$ cat config.mk
export PLATFORM = sky130hd
export DESIGN_NAME = apb_irq_ctrl_flat
export DESIGN_NICKNAME = d
export VERILOG_FILES = /design/src/rtl/apb_irq_ctrl_if.sv /design/src/rtl/apb_irq_ctrl.sv /design/src/flat_wrapper.sv
export SDC_FILE = /design/constraint.sdc
export NUM_CORES = 1
export LEC_CHECK = 0
export CAP_MARGIN = 20
export CORE_ASPECT_RATIO = 0.9
export CORE_MARGIN = 3
export CORE_UTILIZATION = 25
export DETAILED_ROUTE_END_ITERATION = 10
export GPL_TIMING_DRIVEN = 1
export PLACE_DENSITY = 0.76
export SLEW_MARGIN = 25
export SYNTH_ARGS = -nofsm -noshare
export SYNTH_HDL_FRONTEND = slang
export SYNTH_SLANG_ARGS = --single-unit
$ cat constraint.sdc
create_clock -name HCLK -period 3 [get_ports HCLK]
set_input_delay 0.6 -clock HCLK [delete_from_list [all_inputs] [get_ports HCLK]]
set_output_delay 0.6 -clock HCLK [all_outputs]
set_load 0.05 [all_outputs]
$ cat src/rtl/apb_irq_ctrl_if.sv
// APB slave bus bundle for apb_irq_ctrl; clock and reset stay outside as plain ports.
interface apb_irq_ctrl_if #(
  parameter int APB_ADDR_WIDTH = 12
);
  logic [APB_ADDR_WIDTH-1:0] PADDR;
  logic [31:0]               PWDATA;
  logic                      PWRITE;
  logic                      PSEL;
  logic                      PENABLE;
  logic [31:0]               PRDATA;
  logic                      PREADY;
  logic                      PSLVERR;

  modport master (
    output PADDR, PWDATA, PWRITE, PSEL, PENABLE,
    input  PRDATA, PREADY, PSLVERR
  );

  modport slave (
    input  PADDR, PWDATA, PWRITE, PSEL, PENABLE,
    output PRDATA, PREADY, PSLVERR
  );
endinterface

$ cat src/rtl/apb_irq_ctrl.sv
// Edge-detecting, maskable, lowest-index-first interrupt controller with an APB register file.
// One request (line + ID) is presented and held stable until acknowledged or withdrawn by software.
module apb_irq_ctrl #(
  parameter int APB_ADDR_WIDTH = 12,
  parameter int NUM_IRQ        = 4
) (
  input  logic                       HCLK,
  input  logic                       HRESET,
  apb_irq_ctrl_if.slave              apb,
  input  logic [NUM_IRQ-1:0]         irq_i,
  output logic                       irq_o,
  output logic [$clog2(NUM_IRQ)-1:0] irq_id_o,
  input  logic                       irq_ack_i
);
  localparam int ID_W = $clog2(NUM_IRQ);

  typedef enum logic [0:0] {
    S_IDLE = 1'b0,
    S_REQ  = 1'b1
  } state_e;

  state_e                    state_q;
  logic [NUM_IRQ-1:0]        mask_q, mask_d;
  logic [NUM_IRQ-1:0]        pend_q, pend_d;
  logic [NUM_IRQ-1:0]        irq_q;
  logic [ID_W-1:0]           id_q;
  logic                      irq_o_q;
  logic [31:0]               prdata_q;
  logic                      pslverr_q;

  logic [NUM_IRQ-1:0]        edge_s, set_s, clr_s, ack_clr_s, elig_s;
  logic [31:0]               rdata_s;
  logic [2:0]                sel_s;
  logic                      wr_s, setup_s, unmapped_s;
  logic [APB_ADDR_WIDTH-1:0] unused_addr_s;
  logic [31:0]               unused_wdata_s;

  function automatic logic [ID_W-1:0] lowest_idx(input logic [NUM_IRQ-1:0] v);
    lowest_idx = {ID_W{1'b0}};
    for (int i = NUM_IRQ - 1; i >= 0; i--) begin
      if (v[i]) lowest_idx = ID_W'(i);
    end
  endfunction

  assign unused_addr_s  = apb.PADDR;
  assign unused_wdata_s = apb.PWDATA;

  // Register decode, pending-bit arithmetic and read mux (sampled in the setup phase)
  always_comb begin
    sel_s      = apb.PADDR[4:2];
    wr_s       = apb.PSEL & apb.PENABLE & apb.PWRITE;
    setup_s    = apb.PSEL & ~apb.PENABLE;
    unmapped_s = (sel_s >= 3'd5);
    edge_s     = irq_i & ~irq_q;
    mask_d     = mask_q;
    set_s      = {NUM_IRQ{1'b0}};
    clr_s      = {NUM_IRQ{1'b0}};
    rdata_s    = 32'h0000_0000;
    if (wr_s) begin
      case (sel_s)
        3'd0:    mask_d = apb.PWDATA[NUM_IRQ-1:0];
        3'd2:    set_s  = apb.PWDATA[NUM_IRQ-1:0];
        3'd3:    clr_s  = apb.PWDATA[NUM_IRQ-1:0];
        default: mask_d = mask_q;
      endcase
    end else begin
      mask_d = mask_q;
    end
    case (sel_s)
      3'd0:    rdata_s[NUM_IRQ-1:0] = mask_q;
      3'd1:    rdata_s[NUM_IRQ-1:0] = pend_q;
      3'd4: begin
        rdata_s[31]       = irq_o_q;
        rdata_s[ID_W-1:0] = id_q;
      end
      default: rdata_s = 32'h0000_0000;
    endcase
    if ((state_q == S_REQ) && irq_ack_i) begin
      ack_clr_s = {{(NUM_IRQ-1){1'b0}}, 1'b1} << id_q;
    end else begin
      ack_clr_s = {NUM_IRQ{1'b0}};
    end
    // New edges and SET are ORed in after the clears so an event is never lost
    pend_d = (pend_q & ~(clr_s | ack_clr_s)) | edge_s | set_s;
    elig_s = pend_q & mask_q;
  end

  // All state: registers, edge history, APB response and the request FSM
  always_ff @(posedge HCLK) begin
    if (HRESET) begin
      state_q   <= S_IDLE;
      mask_q    <= {NUM_IRQ{1'b0}};
      pend_q    <= {NUM_IRQ{1'b0}};
      irq_q     <= {NUM_IRQ{1'b0}};
      id_q      <= {ID_W{1'b0}};
      irq_o_q   <= 1'b0;
      prdata_q  <= 32'h0000_0000;
      pslverr_q <= 1'b0;
    end else begin
      irq_q     <= irq_i;
      mask_q    <= mask_d;
      pend_q    <= pend_d;
      prdata_q  <= (setup_s && !apb.PWRITE) ? rdata_s : 32'h0000_0000;
      pslverr_q <= setup_s & unmapped_s;
      case (state_q)
        S_IDLE: begin
          if (elig_s != {NUM_IRQ{1'b0}}) begin
            state_q <= S_REQ;
            id_q    <= lowest_idx(elig_s);
            irq_o_q <= 1'b1;
          end else begin
            irq_o_q <= 1'b0;
          end
        end
        S_REQ: begin
          // Ack, or software masking/clearing the presented line, ends the request
          if (irq_ack_i || !mask_q[id_q] || !pend_q[id_q]) begin
            state_q <= S_IDLE;
            irq_o_q <= 1'b0;
          end else begin
            irq_o_q <= 1'b1;
          end
        end
        default: begin
          state_q <= S_IDLE;
          irq_o_q <= 1'b0;
        end
      endcase
    end
  end

  assign apb.PRDATA  = prdata_q;
  assign apb.PREADY  = 1'b1;
  assign apb.PSLVERR = pslverr_q;
  assign irq_o       = irq_o_q;
  assign irq_id_o    = id_q;
endmodule
$ cat src/flat_wrapper.sv
// flat-port wrapper written by rule: the top's interface ports become plain ports
module apb_irq_ctrl_flat 
#(
  parameter int APB_ADDR_WIDTH = 12,
  parameter int NUM_IRQ        = 4
)
  (HCLK, HRESET, irq_i, irq_o, irq_id_o, irq_ack_i, apb_PADDR, apb_PWDATA, apb_PWRITE, apb_PSEL, apb_PENABLE, apb_PRDATA, apb_PREADY, apb_PSLVERR);
  apb_irq_ctrl_if #(.APB_ADDR_WIDTH(APB_ADDR_WIDTH)) apb_i ();
  input  logic HCLK;
  input  logic HRESET;
  input  logic [NUM_IRQ-1:0] irq_i;
  output logic irq_o;
  output logic [$clog2(NUM_IRQ)-1:0] irq_id_o;
  input  logic irq_ack_i;
  input wire logic [$bits(apb_i.PADDR)-1:0] apb_PADDR;
  input wire logic [$bits(apb_i.PWDATA)-1:0] apb_PWDATA;
  input wire logic [$bits(apb_i.PWRITE)-1:0] apb_PWRITE;
  input wire logic [$bits(apb_i.PSEL)-1:0] apb_PSEL;
  input wire logic [$bits(apb_i.PENABLE)-1:0] apb_PENABLE;
  output wire logic [$bits(apb_i.PRDATA)-1:0] apb_PRDATA;
  output wire logic [$bits(apb_i.PREADY)-1:0] apb_PREADY;
  output wire logic [$bits(apb_i.PSLVERR)-1:0] apb_PSLVERR;
  assign apb_i.PADDR = apb_PADDR;
  assign apb_i.PWDATA = apb_PWDATA;
  assign apb_i.PWRITE = apb_PWRITE;
  assign apb_i.PSEL = apb_PSEL;
  assign apb_i.PENABLE = apb_PENABLE;
  assign apb_PRDATA = apb_i.PRDATA;
  assign apb_PREADY = apb_i.PREADY;
  assign apb_PSLVERR = apb_i.PSLVERR;
  apb_irq_ctrl #(.APB_ADDR_WIDTH(APB_ADDR_WIDTH), .NUM_IRQ(NUM_IRQ)) u_core (.HCLK(HCLK), .HRESET(HRESET), .apb(apb_i), .irq_i(irq_i), .irq_o(irq_o), .irq_id_o(irq_id_o), .irq_ack_i(irq_ack_i));
endmodule
==> results.json, run 1 <==
{
  "fp-row-count": 22,
  "final_hold_viol_count": 0,
  "port_buffers": 25,
  "fillCellCount": 467,
  "crit_arrival_ps": 1610,
  "antennaDiodeCount": 0,
  "vias_per_cell": 4.02,
  "pwr-share-clk_pct": 29.7,
  "cts_sinks": 21,
  "ys_ff_latch": 21,
  "crit_chain": "clkdlybuf4s50_1",
  "dr.pass1.iters": 4,
  "cts.path.max_buffers": 2,
  "pre_cts_ws_ps": 766,
  "finalMaxSlewViolations": 0,
  "layout.nets": 208,
  "syn_area_per_cell_um2": 8.94,
  "setup_slack_ps": 795,
  "status": "completed",
  "die_w_um": 77.6,
  "dieArea_um2": 5470,
  "grt_max_degree": 16,
  "r2r_slack_ps": 1650,
  "grt_pass1_vias": 771,
  "multi_input_area_um2": 583,
  "relSlewSlack_pct": 66.5,
  "startpoint": "u_core.irq_id_o[1]",
  "numCtsBuffers": 3,
  "wl_per_cell_um": 10.5,
  "p_leak_nw": 0.560,
  "worstPathMaxFanout": 8,
  "end_kind": "primary output",
  "core-area_um2": 4270,
  "crit_path_max_incr_delay_ps": 860,
  "use_met3_pct": 3.61,
  "drcViolationCount": 0,
  "critPathTopFamily": "buffers and inverters",
  "cts_hold_buf": 0,
  "cts_max_level": 1,
  "hp-class": "flop to flop",
  "first_iter_violations": 60,
  "antenna_found_initial": 0,
  "tightest_slew_ps": 501,
  "grt_usage_pct": 8.50,
  "vdd_ir_drop_max_mv": 0.124,
  "reg2reg_from": "u_core.irq_id_o[0]",
  "switching_share_pct": 31.5,
  "place_area_um2": 1340,
  "cp-start-kind": "flop",
  "gp_congestion": 0.897,
  "place.detailed.hpwl_mm": 1.78,
  "fmax_mhz": 453,
  "drt_wl_total_mm": 2.23,
  "r2r-end": "u_core.irq_o",
  "grt_pass1_wl_mm": 3.73,
  "drtAntennaViolNets": 0,
  "cts_resized": 0,
  "cp_num_buf_inv": 1,
  "period_share_pct": 73.5,
  "rsz0062_at_grt": "false",
  "stdcell_area_um2": 1390,
  "power.switching_w": 0.000191,
  "final-setup-viol-count": 0,
  "register_area_um2": 420,
  "busiest_layer": "met2",
  "cp-endpoint": "irq_id_o[1]",
  "met2_usage_pct": 12.5,
  "syn_inst": 129,
  "drive_above_1_share_pct": 8.50,
  "critPathSlowestCell": "clkdlybuf4s50_1",
  "ys_seq_area_share_pct": 36.4,
  "area_growth_pct": 20.4,
  "use_met1_pct": 11.2,
  "cts_tree": "yes",
  "rr_worst_depth": 3,
  "period_minus_slack_ps": 2210,
  "finClkSkew_ps": 3.10,
  "intPower_w": 0.000416,
  "clockRootBuffer": "clkbuf_8",
  "setup_tns_ps": 0,
  "critPathKind": "flop to primary output",
  "yosysWarnings": 0,
  "yosys.cell_types.count": 30,
  "vias": 856,
  "combinationalPowerShare_pct": 22.3,
  "p_seq_share_pct": 48.0,
  "cp.depth": 1,
  "start_util_pct": 27.0,
  "io_pins": 91,
  "synth_area_um2": 1150,
  "grt-ovfl-total": 0,
  "post-cts-setup-buffer-count": 0,
  "cp.required_ps": 2400,
  "insertion_delay_ps": 260,
  "powerDensity_nw_per_um2": 437,
  "drv_cap": 0,
  "dieHeight_um": 70.4,
  "hold_ws_ps": 504,
  "clkTransAtPathRegs_ps": 70
}
-- metal layers --
metal  wire length (µm)  part of all wire, %  vias up
li1                   -                    -      434
met2                955                   43       37
met4                 19                 0.85        0
met3                220                  9.9        5
met1               1030                   46      380
met5                  0                    0        -
-- placed cells by master (no fill, tap or decap) --
master           instances
or3_4                    1
a41o_2                   3
dfxtp_1                 21
and2b_2                  1
nand2_1                 10
nor3b_1                  2
nand2b_1                 5
a41oi_1                  1
clkdlybuf4s50_1         25
nand3_1                  2
a221o_1                  1
nor2_1                  11
mux4_2                   1
or3b_2                   1
conb_1                  28
buf_4                    1
nor3_1                   4
nor2b_1                  4
clkbuf_8                 3
clkbuf_1                 1
inv_1                    2
mux2i_1                  8
nand3b_1                 1
o21ba_2                  1
a32o_1                   1
and2_4                   1
and4b_1                  1
o31ai_1                  1
o21ai_0                  2
a21oi_1                  5
a31oi_1                  4
-- how the worst min path moves through the flow --
stage	from	end	slack [ps]	cells past startpoint
floorplan	u_core.pend_q[0]	u_core.pend_q[0]	470	2
global placement	u_core.pend_q[0]	u_core.pend_q[0]	490	2
detailed placement	u_core.irq_q[2]	u_core.pend_q[2]	500	2
CTS	u_core.irq_q[2]	u_core.pend_q[2]	510	2
global route	u_core.irq_q[2]	u_core.pend_q[2]	540	2
finish	u_core.irq_q[2]	u_core.pend_q[2]	500	2
-- sequential cells by signal (all words and copies together), names as in the netlist --
register and cells:
u_core.apb.PRDATA 5, u_core.irq_o 1, u_core.apb.PSLVERR 1, u_core.mask_q 4, u_core.irq_id_o 2, u_core.irq_q 4
u_core.pend_q 4
-- power groups by stage --
| stage | combinational, W | clock [W] | sequential, W |
|---|---|---|---|
| 4_1_cts | 0.000135 | 0.000186 | 0.000291 |
| 6_report | 0.000135 | 0.000180 | 0.000292 |
| 3_5_place_dp | 0.000135 | 0 | 0.000298 |
| 3_3_place_gp | 0.000134 | 0 | 0.000298 |
| 5_1_grt | 0.000143 | 0.000204 | 0.000293 |
| 2_1_floorplan | 0.000131 | 0 | 0.000299 |
-- Yosys cell counts --
cell type / number / area (µm²)
clkbuf_1: 2 / 7.51
o21ai_0: 2 / 10.0
buf_6: 2 / 22.5
nand3b_1: 1 / 7.51
or3b_2: 1 / 8.76
mux4_2: 1 / 22.5
a221o_1: 1 / 10.0
o21ba_2: 1 / 10.0
nor3b_1: 2 / 15.0
nand2b_1: 5 / 31.3
buf_4: 28 / 210
a21oi_1: 5 / 25.0
and4b_1: 1 / 10.0
dfxtp_1: 21 / 420
a31oi_1: 4 / 25.0
o31ai_1: 1 / 7.51
and2b_2: 1 / 8.76
a41oi_1: 1 / 8.76
nor2b_1: 4 / 25.0
nor2_1: 11 / 41.3
nor3_1: 4 / 20.0
a32o_1: 1 / 10.0
a41o_2: 3 / 33.8
and2_4: 1 / 8.76
inv_1: 2 / 7.51
mux2i_1: 8 / 80.1
or3_4: 1 / 11.3
conb_1: 2 / 7.51
nand2_1: 10 / 37.5
nand3_1: 2 / 10.0
-- metrics by stage --
step / instances / utilization, % / power, W
floorplan: 155 / - / 0.000430
global placement: 209 / 31.5 / 0.000432
detailed placement: 209 / 31.5 / 0.000433
CTS: 213 / 32.6 / 0.000612
global route: 213 / 32.6 / 0.000639
finish: 213 / 32.6 / 0.000607
-- final cells by class --
type	count	area share (%)
Multi-Input combinational cell	100	42.0
Sequential cell	21	30.3
Clock buffer	4	3.24
Timing Repair Buffer	26	18.6
Tap cell	60	5.41
Inverter	2	0.541
-- cell families after synthesis --
| family | share of synthesized area (%) |
|---|---|
| AOI/OAI and AO/OA | 12.1 |
| muxes | 8.89 |
| other | 0.651 |
| and+or+nand+nor | 20.4 |
| buffers and inverters | 21.5 |
| DFF | 36.4 |
-- tightest hold or removal path: stages (launching register included) --
cell and delay (ps):
dfxtp_1 300, nand2b_1 90, a31oi_1 70
Power figures use the tool's default switching activity.
==> inputs of run 2 (changes only) <==
PLACE_DENSITY = 0.78   (was 0.76)
clock period = 1.92 ns   (was 3 ns; I/O delays follow)
==> run 2 against run 1 <==
Net effect: sequential power rose by 56%; clock skew fell by 1.4 ps; final area rose by 0.54%; largest power group unchanged; sequential share of layout area fell by 0.16 points; die area did not move; routed wire length rose by 2.9%; combinational power rose by 59%; non-clock buffer count rose by 2.
==> results.json, run 2 (synthesis results as in run 1) <==
{
  "vdd_ir_drop_max_mv": 0.198,
  "drtAntennaViolNets": 0,
  "crit_chain": "clkdlybuf4s50_1",
  "critPathSlowestCell": "clkdlybuf4s50_1",
  "grt_pass1_vias": 753,
  "cp.required_ps": 1540,
  "port_buffers": 25,
  "rsz0062_at_grt": "false",
  "layout.nets": 210,
  "crit_path_max_incr_delay_ps": 790,
  "drcViolationCount": 0,
  "final_util_pct": 32.7,
  "grt_pass1_wl_mm": 3.69,
  "dieHeight_um": 70.4,
  "gp_congestion": 0.901,
  "end_kind": "primary output",
  "largest_reg_flops": 5,
  "die_w_um": 77.6,
  "final-setup-viol-count": 0,
  "insertion_delay_ps": 260,
  "clockRootBuffer": "clkbuf_8",
  "grt-ovfl-total": 0,
  "fp-row-count": 22,
  "numCtsBuffers": 3,
  "setup_slack_ps": 168,
  "hold_start": "u_core.pend_q[0]",
  "area_growth_pct": 21.0,
  "vias_per_cell": 4.04,
  "start_util_pct": 27.0,
  "post-cts-setup-buffer-count": 0,
  "critPathKind": "flop to primary output",
  "worstPathMaxFanout": 1,
  "status": "completed",
  "finClkSkew_ps": 1.70,
  "wl_per_cell_um": 10.7,
  "grt_usage_pct": 8.71,
  "drv_cap": 0,
  "place.detailed.hpwl_mm": 1.79,
  "first_iter_violations": 50,
  "crit_arrival_ps": 1370,
  "cp_num_buf_inv": 1,
  "cp-start-kind": "flop",
  "io_pins": 91,
  "final_common_cell": "conb_1",
  "critPathTopFamily": "buffers and inverters",
  "period_share_pct": 91.2,
  "powerDensity_nw_per_um2": 689,
  "cts_tree": "yes",
  "cts_sinks": 21,
  "grt_max_degree": 16,
  "dr.pass1.iters": 4,
  "startpoint": "u_core.apb.PRDATA[0]",
  "hold_ws_ps": 501,
  "period_minus_slack_ps": 1750,
  "cts_max_level": 1,
  "finalMaxSlewViolations": 0,
  "p_leak_nw": 0.576,
  "drt_wl_total_mm": 2.29,
  "pre_cts_ws_ps": -34.0,
  "cts_resized": 0,
  "cts.path.max_buffers": 2,
  "drive_above_1_share_pct": 11.6,
  "reg2reg_from": "u_core.irq_id_o[0]",
  "final_hold_viol_count": 0,
  "clkTransAtPathRegs_ps": 70,
  "setup_tns_ps": 0,
  "dieArea_um2": 5470,
  "fmax_mhz": 571,
  "antennaDiodeCount": 0,
  "antenna_found_initial": 0,
  "cts_hold_buf": 0,
  "core-area_um2": 4270,
  "hp-class": "flop to flop",
  "final_cell_mix": "conb_1, clkdlybuf4s50_1, dfxtp_1",
  "vias": 869
}
-- run 2: changes by cell type in the layout (fill, tap and decap cells not counted) --
cell	change
buf_4	+5
clkdlybuf4s50_1	-3
-- run 2: path summary, 6_finish.rpt --
kind                      endpoint  slack [ps]  cells past startpoint
setup / recovery     apb_PRDATA[0]         170                      1
hold / removal    u_core.pend_q[0]         500                      2
setup reg to reg      u_core.irq_o         530                      3
hold reg to reg   u_core.pend_q[0]         500                      2
-- run 2: layout make-up --
type	count	area, µm²
Timing Repair Buffer	28	265
Clock buffer	4	45.0
Fill cell	451	2870
Inverter	2	7.51
Sequential cell	21	420
Tap cell	60	75.1
Multi-Input combinational cell	100	583
-- run 2: per-stage QoR --
stage          instances  total power, W  area (µm²)
2_1_floorplan        155        0.000672        1250
3_3_place_gp         211        0.000678        1350
3_5_place_dp         211        0.000679        1350
4_1_cts              215        0.000972        1400
5_1_grt              215         0.00101        1400
6_report             215        0.000962        1400
-- run 2: where the power goes --
group          internal (W)  leakage (nW)  switching, W
logic             0.0000561         0.382      0.000159
clock network      0.000148        0.0228      0.000144
registers          0.000448         0.172    0.00000704
total              0.000652         0.576      0.000310
-- run 2: per-layer routing --
layer / global-route usage (%) / part of all wire, % / up-vias
li1: - / - / 443
met1: 11.3 / 45 / 387
met2: 12.3 / 45 / 34
met3: 3.99 / 8.2 / 5
met4: 3.56 / 1.5 / 0
met5: 0 / 0 / -
